## src/rtl/periph_pkg.sv

```systemverilog
// Shared definitions for the board peripherals: address map, LCD strobe
// states and the byte-enable merge used by every writable register.
package periph_pkg;

    localparam logic [7:0] ADDR_LEDR     = 8'h00;
    localparam logic [7:0] ADDR_LEDG     = 8'h10;
    localparam logic [7:0] ADDR_HEX_LO   = 8'h20;
    localparam logic [7:0] ADDR_HEX_HI   = 8'h24;
    localparam logic [7:0] ADDR_LCD      = 8'h30;
    localparam logic [7:0] ADDR_LCD_STAT = 8'h34;
    localparam logic [7:0] ADDR_SW       = 8'h40;
    localparam logic [7:0] ADDR_BTN      = 8'h44;

    // Bits of the HEX words and LCD command word that actually exist in hardware.
    localparam logic [31:0] HEX_MASK     = 32'h7F7F_7F7F;
    localparam logic [31:0] HEX_RESET    = 32'h7F7F_7F7F;
    localparam logic [31:0] LCD_CMD_MASK = 32'h8000_03FF;

    typedef enum logic [1:0] {
        LCD_IDLE  = 2'd0,
        LCD_SETUP = 2'd1,
        LCD_PULSE = 2'd2,
        LCD_HOLD  = 2'd3
    } lcd_state_e;

    function automatic logic [31:0] merge_bytes(input logic [31:0] old_w,
                                                input logic [31:0] new_w,
                                                input logic [3:0]  mask);
        logic [31:0] res;
        for (int i = 0; i < 4; i++) begin
            res[8*i +: 8] = mask[i] ? new_w[8*i +: 8] : old_w[8*i +: 8];
        end
        return res;
    endfunction

endpackage

```

## src/rtl/output_peri_if.sv

```systemverilog
// Load-store unit side of the output peripheral: word write port plus
// combinational read-back on the shared address.
interface output_peri_if;
    logic [7:0]  addr;
    logic        wr_en;
    logic [3:0]  wmask;
    logic [31:0] wdata;
    logic [31:0] rdata;

    // wr_en is a single-cycle strobe with no back-pressure: every asserted
    // cycle is one store, sampled on the rising clk edge.
    modport master (output addr, output wr_en, output wmask, output wdata, input rdata);
    modport slave  (input addr, input wr_en, input wmask, input wdata, output rdata);
endinterface

```

## src/rtl/lcd_strobe.sv

```systemverilog
// Character-LCD enable sequencer: SETUP (en low), PULSE (en high), HOLD
// (en low), each timed by one down-counter reloaded on state entry.
module lcd_strobe
    import periph_pkg::*;
#(
    parameter int SETUP_CYC = 2,
    parameter int PULSE_CYC = 12,
    parameter int HOLD_CYC  = 2
) (
    input  logic       clk,
    input  logic       rst,
    input  logic       start_i,
    output logic       en_o,
    output logic       busy_o,
    output lcd_state_e state_o
);

    localparam int MAX_A = (SETUP_CYC > PULSE_CYC) ? SETUP_CYC : PULSE_CYC;
    localparam int MAX_C = (MAX_A > HOLD_CYC) ? MAX_A : HOLD_CYC;
    localparam int CW    = $clog2(MAX_C + 1);

    lcd_state_e    state_q;
    logic [CW-1:0] cnt_q;
    logic          en_q;
    logic          busy_q;

    always_ff @(posedge clk) begin
        if (rst) begin
            state_q <= LCD_IDLE;
            cnt_q   <= '0;
            en_q    <= 1'b0;
            busy_q  <= 1'b0;
        end else begin
            case (state_q)
                LCD_IDLE: begin
                    if (start_i) begin
                        state_q <= LCD_SETUP;
                        cnt_q   <= CW'(SETUP_CYC - 1);
                        busy_q  <= 1'b1;
                    end
                end
                LCD_SETUP: begin
                    if (cnt_q == '0) begin
                        state_q <= LCD_PULSE;
                        cnt_q   <= CW'(PULSE_CYC - 1);
                        en_q    <= 1'b1;
                    end else begin
                        cnt_q <= cnt_q - 1'b1;
                    end
                end
                LCD_PULSE: begin
                    if (cnt_q == '0) begin
                        state_q <= LCD_HOLD;
                        cnt_q   <= CW'(HOLD_CYC - 1);
                        en_q    <= 1'b0;
                    end else begin
                        cnt_q <= cnt_q - 1'b1;
                    end
                end
                default: begin
                    if (cnt_q == '0) begin
                        state_q <= LCD_IDLE;
                        busy_q  <= 1'b0;
                    end else begin
                        cnt_q <= cnt_q - 1'b1;
                    end
                end
            endcase
        end
    end

    assign en_o    = en_q;
    assign busy_o  = busy_q;
    assign state_o = state_q;

endmodule

```

## src/rtl/output_peri.sv

```systemverilog
// Board output register file (LEDs, 7-segment digits, LCD bus) with
// byte-masked writes, combinational read-back and LCD strobe launch.
module output_peri
    import periph_pkg::*;
#(
    parameter int SETUP_CYC = 2,
    parameter int PULSE_CYC = 12,
    parameter int HOLD_CYC  = 2
) (
    input  logic          clk,
    input  logic          rst,
    output_peri_if.slave  bus,
    output logic [31:0]   o_ledr,
    output logic [31:0]   o_ledg,
    output logic [6:0]    o_hex0,
    output logic [6:0]    o_hex1,
    output logic [6:0]    o_hex2,
    output logic [6:0]    o_hex3,
    output logic [6:0]    o_hex4,
    output logic [6:0]    o_hex5,
    output logic [6:0]    o_hex6,
    output logic [6:0]    o_hex7,
    output logic [31:0]   o_lcd,
    output lcd_state_e    lcd_state_o
);

    logic [31:0] ledr_q, ledr_d;
    logic [31:0] ledg_q, ledg_d;
    logic [31:0] hex_lo_q, hex_lo_d;
    logic [31:0] hex_hi_q, hex_hi_d;
    logic [31:0] cmd_q, cmd_d;
    logic        overrun_q, overrun_d;

    logic sel_ledr, sel_ledg, sel_hex_lo, sel_hex_hi, sel_lcd, sel_stat;
    logic cmd_wr, lcd_start, lcd_en, lcd_busy;
    logic unused_addr;

    assign unused_addr = ^bus.addr[1:0];

    always_comb begin
        sel_ledr   = bus.wr_en && (bus.addr[7:2] == ADDR_LEDR[7:2]);
        sel_ledg   = bus.wr_en && (bus.addr[7:2] == ADDR_LEDG[7:2]);
        sel_hex_lo = bus.wr_en && (bus.addr[7:2] == ADDR_HEX_LO[7:2]);
        sel_hex_hi = bus.wr_en && (bus.addr[7:2] == ADDR_HEX_HI[7:2]);
        sel_lcd    = bus.wr_en && (bus.addr[7:2] == ADDR_LCD[7:2]);
        sel_stat   = bus.wr_en && (bus.addr[7:2] == ADDR_LCD_STAT[7:2]);

        ledr_d   = sel_ledr   ? merge_bytes(ledr_q, bus.wdata, bus.wmask) : ledr_q;
        ledg_d   = sel_ledg   ? merge_bytes(ledg_q, bus.wdata, bus.wmask) : ledg_q;
        hex_lo_d = sel_hex_lo ? (merge_bytes(hex_lo_q, bus.wdata, bus.wmask) & HEX_MASK) : hex_lo_q;
        hex_hi_d = sel_hex_hi ? (merge_bytes(hex_hi_q, bus.wdata, bus.wmask) & HEX_MASK) : hex_hi_q;

        // A command arriving while a strobe is in flight is dropped whole.
        cmd_wr    = sel_lcd && (bus.wmask != 4'd0);
        lcd_start = cmd_wr && !lcd_busy;
        cmd_d     = lcd_start ? (merge_bytes(cmd_q, bus.wdata, bus.wmask) & LCD_CMD_MASK) : cmd_q;

        overrun_d = overrun_q;
        if (sel_stat && bus.wmask[0]) overrun_d = 1'b0;
        if (cmd_wr && lcd_busy)       overrun_d = 1'b1;
    end

    always_ff @(posedge clk) begin
        if (rst) begin
            ledr_q    <= '0;
            ledg_q    <= '0;
            hex_lo_q  <= HEX_RESET;
            hex_hi_q  <= HEX_RESET;
            cmd_q     <= '0;
            overrun_q <= 1'b0;
        end else begin
            ledr_q    <= ledr_d;
            ledg_q    <= ledg_d;
            hex_lo_q  <= hex_lo_d;
            hex_hi_q  <= hex_hi_d;
            cmd_q     <= cmd_d;
            overrun_q <= overrun_d;
        end
    end

    lcd_strobe #(
        .SETUP_CYC (SETUP_CYC),
        .PULSE_CYC (PULSE_CYC),
        .HOLD_CYC  (HOLD_CYC)
    ) u_lcd_strobe (
        .clk     (clk),
        .rst     (rst),
        .start_i (lcd_start),
        .en_o    (lcd_en),
        .busy_o  (lcd_busy),
        .state_o (lcd_state_o)
    );

    always_comb begin
        case (bus.addr[7:2])
            ADDR_LEDR[7:2]:     bus.rdata = ledr_q;
            ADDR_LEDG[7:2]:     bus.rdata = ledg_q;
            ADDR_HEX_LO[7:2]:   bus.rdata = hex_lo_q;
            ADDR_HEX_HI[7:2]:   bus.rdata = hex_hi_q;
            ADDR_LCD[7:2]:      bus.rdata = cmd_q;
            ADDR_LCD_STAT[7:2]: bus.rdata = {30'd0, overrun_q, lcd_busy};
            default:            bus.rdata = '0;
        endcase
    end

    assign o_ledr = ledr_q;
    assign o_ledg = ledg_q;
    assign o_hex0 = hex_lo_q[6:0];
    assign o_hex1 = hex_lo_q[14:8];
    assign o_hex2 = hex_lo_q[22:16];
    assign o_hex3 = hex_lo_q[30:24];
    assign o_hex4 = hex_hi_q[6:0];
    assign o_hex5 = hex_hi_q[14:8];
    assign o_hex6 = hex_hi_q[22:16];
    assign o_hex7 = hex_hi_q[30:24];
    assign o_lcd  = {cmd_q[31], 20'd0, lcd_en, cmd_q[9:0]};

endmodule

```

## src/flat_wrapper.sv

```systemverilog
// flat-port wrapper written by rule: the top's interface ports become plain ports
module output_peri_flat import periph_pkg::*;
#(
    parameter int SETUP_CYC = 2,
    parameter int PULSE_CYC = 12,
    parameter int HOLD_CYC  = 2
)
  (clk, rst, o_ledr, o_ledg, o_hex0, o_hex1, o_hex2, o_hex3, o_hex4, o_hex5, o_hex6, o_hex7, o_lcd, lcd_state_o, bus_addr, bus_wr_en, bus_wmask, bus_wdata, bus_rdata);
  output_peri_if bus_i ();
  input  logic clk;
  input  logic rst;
  output logic [31:0] o_ledr;
  output logic [31:0] o_ledg;
  output logic [6:0] o_hex0;
  output logic [6:0] o_hex1;
  output logic [6:0] o_hex2;
  output logic [6:0] o_hex3;
  output logic [6:0] o_hex4;
  output logic [6:0] o_hex5;
  output logic [6:0] o_hex6;
  output logic [6:0] o_hex7;
  output logic [31:0] o_lcd;
  output lcd_state_e lcd_state_o;
  input wire logic [$bits(bus_i.addr)-1:0] bus_addr;
  input wire logic [$bits(bus_i.wr_en)-1:0] bus_wr_en;
  input wire logic [$bits(bus_i.wmask)-1:0] bus_wmask;
  input wire logic [$bits(bus_i.wdata)-1:0] bus_wdata;
  output wire logic [$bits(bus_i.rdata)-1:0] bus_rdata;
  assign bus_i.addr = bus_addr;
  assign bus_i.wr_en = bus_wr_en;
  assign bus_i.wmask = bus_wmask;
  assign bus_i.wdata = bus_wdata;
  assign bus_rdata = bus_i.rdata;
  output_peri #(.SETUP_CYC(SETUP_CYC), .PULSE_CYC(PULSE_CYC), .HOLD_CYC(HOLD_CYC)) u_core (.clk(clk), .rst(rst), .bus(bus_i), .o_ledr(o_ledr), .o_ledg(o_ledg), .o_hex0(o_hex0), .o_hex1(o_hex1), .o_hex2(o_hex2), .o_hex3(o_hex3), .o_hex4(o_hex4), .o_hex5(o_hex5), .o_hex6(o_hex6), .o_hex7(o_hex7), .o_lcd(o_lcd), .lcd_state_o(lcd_state_o));
endmodule
```

## config.mk

```make
export PLATFORM = sky130hd
export DESIGN_NAME = output_peri_flat
export DESIGN_NICKNAME = d
export VERILOG_FILES = /design/src/rtl/periph_pkg.sv /design/src/rtl/output_peri_if.sv /design/src/rtl/lcd_strobe.sv /design/src/rtl/output_peri.sv /design/src/flat_wrapper.sv
export SDC_FILE = /design/constraint.sdc
export NUM_CORES = 1
export LEC_CHECK = 0
export CAP_MARGIN = 15
export CORE_MARGIN = 1.5
export CORE_UTILIZATION = 46
export CTS_BUF_LIST = sky130_fd_sc_hd__clkbuf_4
export DETAILED_ROUTE_END_ITERATION = 8
export PLACE_DENSITY_LB_ADDON = 0.1
export SYNTH_ARGS = -nofsm -noshare
export SYNTH_HDL_FRONTEND = slang
export SYNTH_SLANG_ARGS = --single-unit
export TNS_END_PERCENT = 5
```

## constraint.sdc

```tcl
create_clock -name clk -period 4.5 [get_ports clk]
set_clock_uncertainty 0.2 [all_clocks]
set_input_delay 1.35 -clock clk [delete_from_list [all_inputs] [get_ports clk]]
set_output_delay 1.35 -clock clk [all_outputs]
set_load 0.005 [all_outputs]
```

# == Yosys cells after proc, flatten, opt, wreduce, memory -nomap -nowiden ==
# Cells that the tools add are included.
# classes
addsub,1
n_eq_ne,11
muxes,18
bitwise,1
reduce_logical,42
# ops
cell,count
$pmux W32 S6,1
$reduce_and A2 Y1,20
$eq A6 B4 Y1 const B,4
$mux W4,4
$pmux W4 S3,1
$logic_and A1 B1 Y1,10
$mux W2,4
$eq A6 B3 Y1 const B,1
$logic_not A6 Y1,1
$pmux W2 S3,1
$reduce_and A3 Y1,2
$reduce_bool A2 Y1,3
$mux W1,5
$logic_not A4 Y1,1
$ne A2 B2 Y1 const B,2
$ne A4 B1 Y1 const B,1
$pmux W1 S2,2
$reduce_and A4 Y1,1
$reduce_bool A4 Y1,1
$sub A4 B1 Y4 const B,1
$eq A2 B1 Y1 const B,1
$eq A2 B2 Y1 const B,1
$logic_not A2 Y1,1
$ne A2 B1 Y1 const B,1
3 further kinds,3
# totals
ff_bits,140
out_inout_bits,186

# == Longest topological paths before layout ==
# Gate-level depths: netlist of run 1.
# logic_depth
word_depth,6
ltp_mapped,7

# == By module ==
# From an unflattened synthesis of run 1, not the netlist that was laid out.
# unflattened
hier_cells,675
hier_area_um2,6478.7
# by_module_without_submodules
mod,instances,cells_each,area_each_um2,seq_area_each_um2
output_peri,1,610,5896.9,2642.5
lcd_strobe,1,65,581.8,160.2

# == Least setup slack after synthesis of run 1 ==
# OpenSTA, ideal clock, no wires.
# synth_timing
path_type,input -> output
from,input port bus_addr[4]
to,output port bus_rdata[20]
t_arrival_ps,2664
required_ps,2950
setup_slack_ps,286
path_stages,5
n_path_buf,1
cell_sequence,or4b_4 > nor3_4 > clkbuf_1 > a22oi_1 > nand2_1
# synth_between
elab_chain_cells,2
# synth_rtl
item,line_no,source
"start, declared",flat_wrapper.sv:24,input wire logic [$bits(bus_i.addr)-1:0] bus_addr;
$eq A6 B4 Y1 (tied with other cells),output_peri.sv:95,case (bus.addr[7:2])
$pmux W32 S6 *,output_peri.sv:95,
"end, declared",flat_wrapper.sv:28,output wire logic [$bits(bus_i.rdata)-1:0] bus_rdata;
# Mark *: on every way between the ends. The rest lies on a longest branch, timed or not.

# == Worst setup path in the final report of run 1 ==
# layout_timing
from,input port bus_addr[4]
to,output port bus_rdata[26]
# The elaborated chain is that of the path after synthesis.

==> flow_metrics.tcl, run 1 <==
set metrics [dict create \
    synth.most_common_cell "nand2_1" \
    rsz0062_at_grt "yes" \
    row_count 42 \
    vias 6571 \
    die_y_microns 120 \
    diodes 0 \
    antenna_found_initial 0 \
    worstHoldEndpoint "u_core.cmd_q[9]$_SDFFE_PP0P_" \
    ys_seq_area_frac 0.443 \
    holdCritPathClass "reg2reg" \
    synth.distinct_cells 43 \
    crit_slowest_cell "or4b_4" \
    start_util 0.474 \
    dp.cells 1121 \
    synth_cells 756 \
    arrival_ns 2.97 \
    place.gp.congestion 0.868 \
    critPathBufInv 6 \
    power_density_nw_per_um2 257 \
    endpoint_kind "output port" \
    cp.required_ns 2.95 \
    relSlewSlack 0.339 \
    dr.max_layer_used "met4" \
    layout.nets 1059 \
    yosys.area.top_type "dfxtp_1" \
    status "finished, violations left" \
    grt_max_degree 108 \
    via_per_inst 5.50 \
    drcViolationCount 0 \
    finalSetupViolCount 4 \
    grt_pass1_vias 6286 \
    fmax_mhz 221 \
    final_cell_count_no_fill 1195 \
    startpoint_type "primary input" \
    path_class "in2out" \
    ys.flop_type "dfxtp_1" \
    dr_wl_met3_mm 1.62 \
    violations "setup timing" \
    fin_ws_ns -0.0242 \
    whs_path_depth 2 \
    tightest_slew_ns 0.991 \
    dr.first_iter.drc_count 627 \
    reg2reg_from "u_core.u_lcd_strobe.cnt_q[0]$_SDFFE_PP0P_" \
    drt-met1-wl_mm 8.97 \
    routedWlPerCell_microns 18.2 \
    crit_chain "buf_6 > or4b_4 > buf_6 > nor2_4 > buf_6 > buf_12 > buf_16 > a22oi_1 > nand2_1 > buf_2" \
    synth_common_cells "nand2_1, dfxtp_1, nor2_1" \
    cts_inserted_buffers 17 \
    ios 233 \
    cts_hold_buf 0 \
    synthArstFlopShare 0 \
    path_delay_family "simple AND/OR/NAND/NOR gates" \
    dieArea_sq_um 14500 \
    die_w_microns 120 \
    synth_area_sq_um 6330 \
    r2r-end "u_core.u_lcd_strobe.cnt_q[0]$_SDFFE_PP0P_" \
    firstDrtPassIters 6 \
    peakVddDrop_uv 160 \
    crit_top_cell "buf_6" \
    clk_latency_ns 0.57 \
    area_growth_syn_to_layout_pct 48.6 \
    power.leakage_nw 3.98 \
    clk_path_buf_depth 2 \
    cts.clk_slew.worst_paths_ns 0.12 \
    synth-edff-count 0 \
    cts_tree "yes" \
    period_needed_ns 4.52 \
    grt_pass1_wl_mm 33.3 \
    synth_warnings 0 \
    route.met2.wl_mm 10.5 \
    grt-ovfl-total 0 \
    fin_area_sq_um 9410 \
    fillCellCount 1038 \
    cts.sinks 140 \
    seqCellArea_sq_um 2800 \
    layout-drive-gt1-share 0.166 \
    cpPeakStageDelay_ns 0.57 \
    finalSetupTns_ns -0.0397 \
    drv_slew 0 \
    cap_violations 0 \
    grtUsageTotal 0.295 \
    cts-root-buf "clkbuf_4" \
    r2r_cells 7 \
    h-tree-depth 4 \
    placed_area_sq_um 8700 \
    power_mw 2.42 \
    coreArea_sq_um 13300 \
    antenna_left 0 \
    synth.area.top_cells "dfxtp_1, nand2_1, mux2i_1" \
    cp_max_fo 5 \
    avgSynthCellArea_sq_um 8.37 \
    hold_viol 0 \
    port_buffers 210 \
    reg2reg_slack_ns 2.07 \
    ys_seq_elements 140 \
    hpwl_mm 14.2 \
    wl_mm 21.7 \
    synth_top_area_share 0.443 \
    fin_crit_sh 1.01 \
    min-delay-start "u_core.cmd_q[9]$_SDFFE_PP0P_" \
    multi_input_area_sq_um 3290 \
]
[logic make-up (layout without fill, tap and decap cells)]
group	Yosys count	in the layout	synth area share
AND/OR/NAND/NOR	363	363	0.279
flip-flops	140	140	0.443
AO/OA/AOI/OAI	118	118	0.127
buffers and inverters	80	324	0.0634
multiplexers	48	48	0.0759
adder cells (fa/ha/maj)	6	6	0.0119
other	1	20	0.000592
[worst reg2reg max path, stage by stage (launching register included)]
cell,delay [ns]
dfxtp_1,0.38
inv_1,0.13
ha_1,0.21
or3b_2,0.52
nor4_1,0.29
a21oi_1,0.20
and3_1,0.25
nor4_1,0.17
[worst max-delay path by stage]
stage / start / endpoint / slack [ns] / depth (start not counted)
6_report: bus_addr[4] / bus_rdata[26] / -0.02 / 10
5_1_grt: bus_addr[4] / bus_rdata[26] / -0.07 / 10
4_1_cts: bus_addr[7] / bus_rdata[1] / -0.05 / 9
3_3_place_gp: bus_addr[4] / bus_rdata[8] / -0.56 / 7
2_1_floorplan: bus_addr[4] / bus_rdata[20] / 0.29 / 5
3_5_place_dp: bus_addr[4] / bus_rdata[8] / -0.60 / 7
[what timing repair did]
action / CTS / global route
pin swaps: 28 / 21
cloned: 5 / 0
setup buffers: 36 / 3
setup endpoints to repair: 32 / 29
resized for setup: 145 / 24
[routing by layer]
layer | global-route usage | vias to the layer above
met2 | 0.497 | 298
met5 | 0 | -
met4 | 0.126 | 0
met3 | 0.0679 | 48
met1 | 0.361 | 3137
li1 | - | 3088
[state kept, by name (all words and copies together) (netlist names)]
register / flops
u_core.cmd_q: 11
u_core.hex_hi_q: 28
u_core.hex_lo_q: 28
u_core.o_ledg: 32
u_core.o_ledr: 32
u_core.overrun_q: 1
u_core.u_lcd_strobe.busy_o: 1
u_core.u_lcd_strobe.cnt_q: 4
u_core.u_lcd_strobe.en_o: 1
u_core.u_lcd_strobe.state_o: 2
[area by class of cell]
cell class              count  area share
clock buffers              17      0.0136
repair buffers            284       0.296
multi-input cells         555       0.350
flip-flops and latches    140       0.298
well taps                 176      0.0234
inverters                   8     0.00319
clock inverters            15      0.0158
[metrics by stage]
| step | hold WS [ns] | util | setup WS, ns |
|---|---|---|---|
| final | 0.277 | 0.705 | -0.0242 |
| after detailed placement | 0.260 | 0.652 | -0.595 |
| after floorplan | 0.248 | - | 0.286 |
| after CTS | 0.277 | 0.701 | -0.0498 |
| after global placement | 0.257 | 0.652 | -0.563 |
| after global routing | 0.303 | 0.705 | -0.0719 |
[power breakdown]
part	internal [mW]	leakage [nW]	switching (mW)
Combinational	0.153	2.71	0.184
Sequential	1.26	1.13	0.0196
Clock	0.325	0.140	0.480
[placed cells by master, fill, tap and decap left out, types with 2 or more instances in the layout]
cell,count
nand2_1,199
clkdlybuf4s50_1,173
dfxtp_1,140
nor2_1,50
nand3b_1,50
mux2i_1,48
buf_4,46
a21oi_1,42
a22oi_1,33
buf_2,25
conb_1,20
clkbuf_4,17
a22oi_2,16
nand3_1,15
and3_1,14
buf_6,14
buf_12,13
a222oi_1,11
inv_1,8
nand2b_1,8
ha_1,6
clkinvlp_4,5
clkinv_2,5
dlygate4sd2_1,5
nand3_2,4
o21ai_0,4
o31ai_1,4
nor3_1,3
buf_16,3
clkbuf_2,3
a22o_1,2
nor4_1,2
a211oi_1,2
a31oi_1,2
bufinv_16,2
clkinv_4,2
No activity file was read; power rests on OpenSTA's default activity.
==> run 2: changes to the inputs <==
Settings changed: CELL_PAD_IN_SITES_DETAIL_PLACEMENT set to 0, CELL_PAD_IN_SITES_GLOBAL_PLACEMENT set to 1, CORE_UTILIZATION 46 to 33.
==> run 2 against run 1 <==
  * The flow now finishes without violations
  * Die area up 38%
  * Maximum frequency increased by 0.74%
  * Non-clock buffer count decreased by 14
  * Design area is 0.80% lower
  * Utilization down 21 points
  * Sequential share of layout area grew 0.24 points
  * Register-to-register slack gained 0.15 ns
  * Wire length rose by 1.8%
==> flow_metrics.tcl, run 2 (synthesis results as in run 1) <==
set metrics [dict create \
    finalSetupViolCount 0 \
    met1_usage 0.294 \
    vias 6278 \
    grtUsageTotal 0.221 \
    crit_path_start "bus_addr[6]" \
    grt_pass1_wl_mm 34.1 \
    die_y_microns 142 \
    cts.clk_slew.worst_paths_ns 0.12 \
    period_needed_ns 4.49 \
    r2r-end "u_core.u_lcd_strobe.cnt_q[0]$_SDFFE_PP0P_" \
    grt.busiest_layer "met2" \
    cp_max_fo 9 \
    grt_pass1_vias 6043 \
    wl_mm 22.1 \
    dieArea_sq_um 20000 \
    antenna_left 0 \
    p_sw_frac 0.267 \
    startpoint_type "primary input" \
    use_met3 0.0557 \
    drv_slew 0 \
    clkPwrFrac 0.350 \
    area_growth_syn_to_layout_pct 47.5 \
    row_count 50 \
    power_density_nw_per_um2 263 \
    grt-ovfl-total 0 \
    post-route-util 0.497 \
    critPathCapture "bus_rdata[24]" \
    internal-power_mw 1.80 \
    clk_latency_ns 0.56 \
    layout_commonest_cell "nand2_1" \
    whs_ns 0.281 \
    routedWlPerCell_microns 17.8 \
    relSlewSlack 0.395 \
    firstDrtPassIters 5 \
    path_class "in2out" \
    dr.first_iter.drc_count 465 \
    use_met2 0.354 \
    arrival_ns 2.94 \
    p_comb_frac 0.131 \
    layout_common_cells "nand2_1, clkdlybuf4s50_1, dfxtp_1" \
    cap_violations 0 \
    grt_max_degree 96 \
    antenna_found_initial 3 \
    holdCritPathClass "reg2reg" \
    rsz0062_at_grt "yes" \
    start_util 0.337 \
    h-tree-depth 4 \
    cp.required_ns 2.95 \
    switchingPower_mw 0.656 \
    drcViolationCount 0 \
    hold_viol 0 \
    fin_crit_sh 0.998 \
    port_buffers 210 \
    status "completed" \
    reg2reg_from "u_core.u_lcd_strobe.cnt_q[0]$_SDFFE_PP0P_" \
    r2r_cells 7 \
    finalSetupTns_ns 0 \
    place.gp.congestion 0.798 \
    cts.sinks 140 \
    via_per_inst 5.05 \
    peakVddDrop_uv 185 \
    cts_tree "yes" \
    fmax_mhz 223 \
    power.leakage_nw 3.93 \
    cts-root-buf "clkbuf_4" \
    layout-drive-gt1-share 0.138 \
    ios 233 \
    hpwl_mm 15.0 \
    die_w_microns 142 \
    reg2reg_slack_ns 2.22 \
    layout.nets 1045 \
    seq_power_share 0.519 \
    endpoint_kind "output port" \
    whs_path_depth 2 \
    clk_path_buf_depth 2 \
    coreArea_sq_um 18800 \
    tightest_slew_ns 0.907 \
    cts_inserted_buffers 17 \
]
run 2: worst min-delay path by stage:
stage,start,end
finish,u_core.o_ledg[10]$_SDFFE_PP0P_,u_core.o_ledg[10]$_SDFFE_PP0P_
global route,u_core.o_ledg[11]$_SDFFE_PP0P_,u_core.o_ledg[11]$_SDFFE_PP0P_
CTS,u_core.o_ledg[9]$_SDFFE_PP0P_,u_core.o_ledg[9]$_SDFFE_PP0P_
detailed placement,u_core.cmd_q[2]$_SDFFE_PP0P_,u_core.cmd_q[2]$_SDFFE_PP0P_
global placement,u_core.cmd_q[4]$_SDFFE_PP0P_,u_core.cmd_q[4]$_SDFFE_PP0P_
floorplan,u_core.overrun_q$_SDFFE_PP0P_,u_core.overrun_q$_SDFFE_PP0P_
run 2: layout make-up:
class | instances | area [sq um]
diodes | 3 | 7.51
clock buffers | 20 | 150
clock inverters | 12 | 148
fillers | 1824 | 9430
inverters | 8 | 30.0
multi-input cells | 555 | 3250
flip-flops and latches | 140 | 2800
well taps | 234 | 293
repair buffers | 270 | 2660
run 2: metrics by stage:
| stage | instance area, sq um | std cells | total power, mW | worst slack, ns |
|---|---|---|---|---|
| 2_1_floorplan | 6400 | 775 | 1.50 | 0.286 |
| 3_3_place_gp | 8750 | 1176 | 1.61 | -0.630 |
| 3_5_place_dp | 8750 | 1176 | 1.62 | -0.644 |
| 4_1_cts | 9300 | 1239 | 2.48 | -0.0958 |
| 5_1_grt | 9330 | 1241 | 2.58 | -0.0547 |
| 6_report | 9340 | 1242 | 2.46 | 0.00903 |
run 2: timing repair:
item | in CTS | in global routing
endpoints found under the setup margin | 32 | 28
hold buffers | 0 | 0
pin swaps | 28 | 8
buffers inserted | 28 | 0
gates resized for setup | 143 | 10
cloned | 3 | 0
run 2: metal layers:
layer,vias to the layer above,share of wire
met2,206,0.47
met1,2990,0.45
met4,0,0.015
met5,-,0
met3,21,0.065
li1,3061,-
run 2: worst max-delay path, stage by stage:
cell,delay [ns]
buf_6,0.09
or4b_4,0.57
buf_4,0.17
nor2_4,0.14
buf_12,0.13
buf_8,0.13
a22oi_1,0.07
nand2_1,0.06
dlygate4sd2_1,0.22
run 2: power groups by stage:
stage,registers [mW],clock network [mW],logic (mW)
detailed placement,1.30,0,0.318
global route,1.28,0.942,0.358
global placement,1.30,0,0.311
CTS,1.28,0.883,0.323
finish,1.28,0.862,0.323
floorplan,1.30,0,0.196
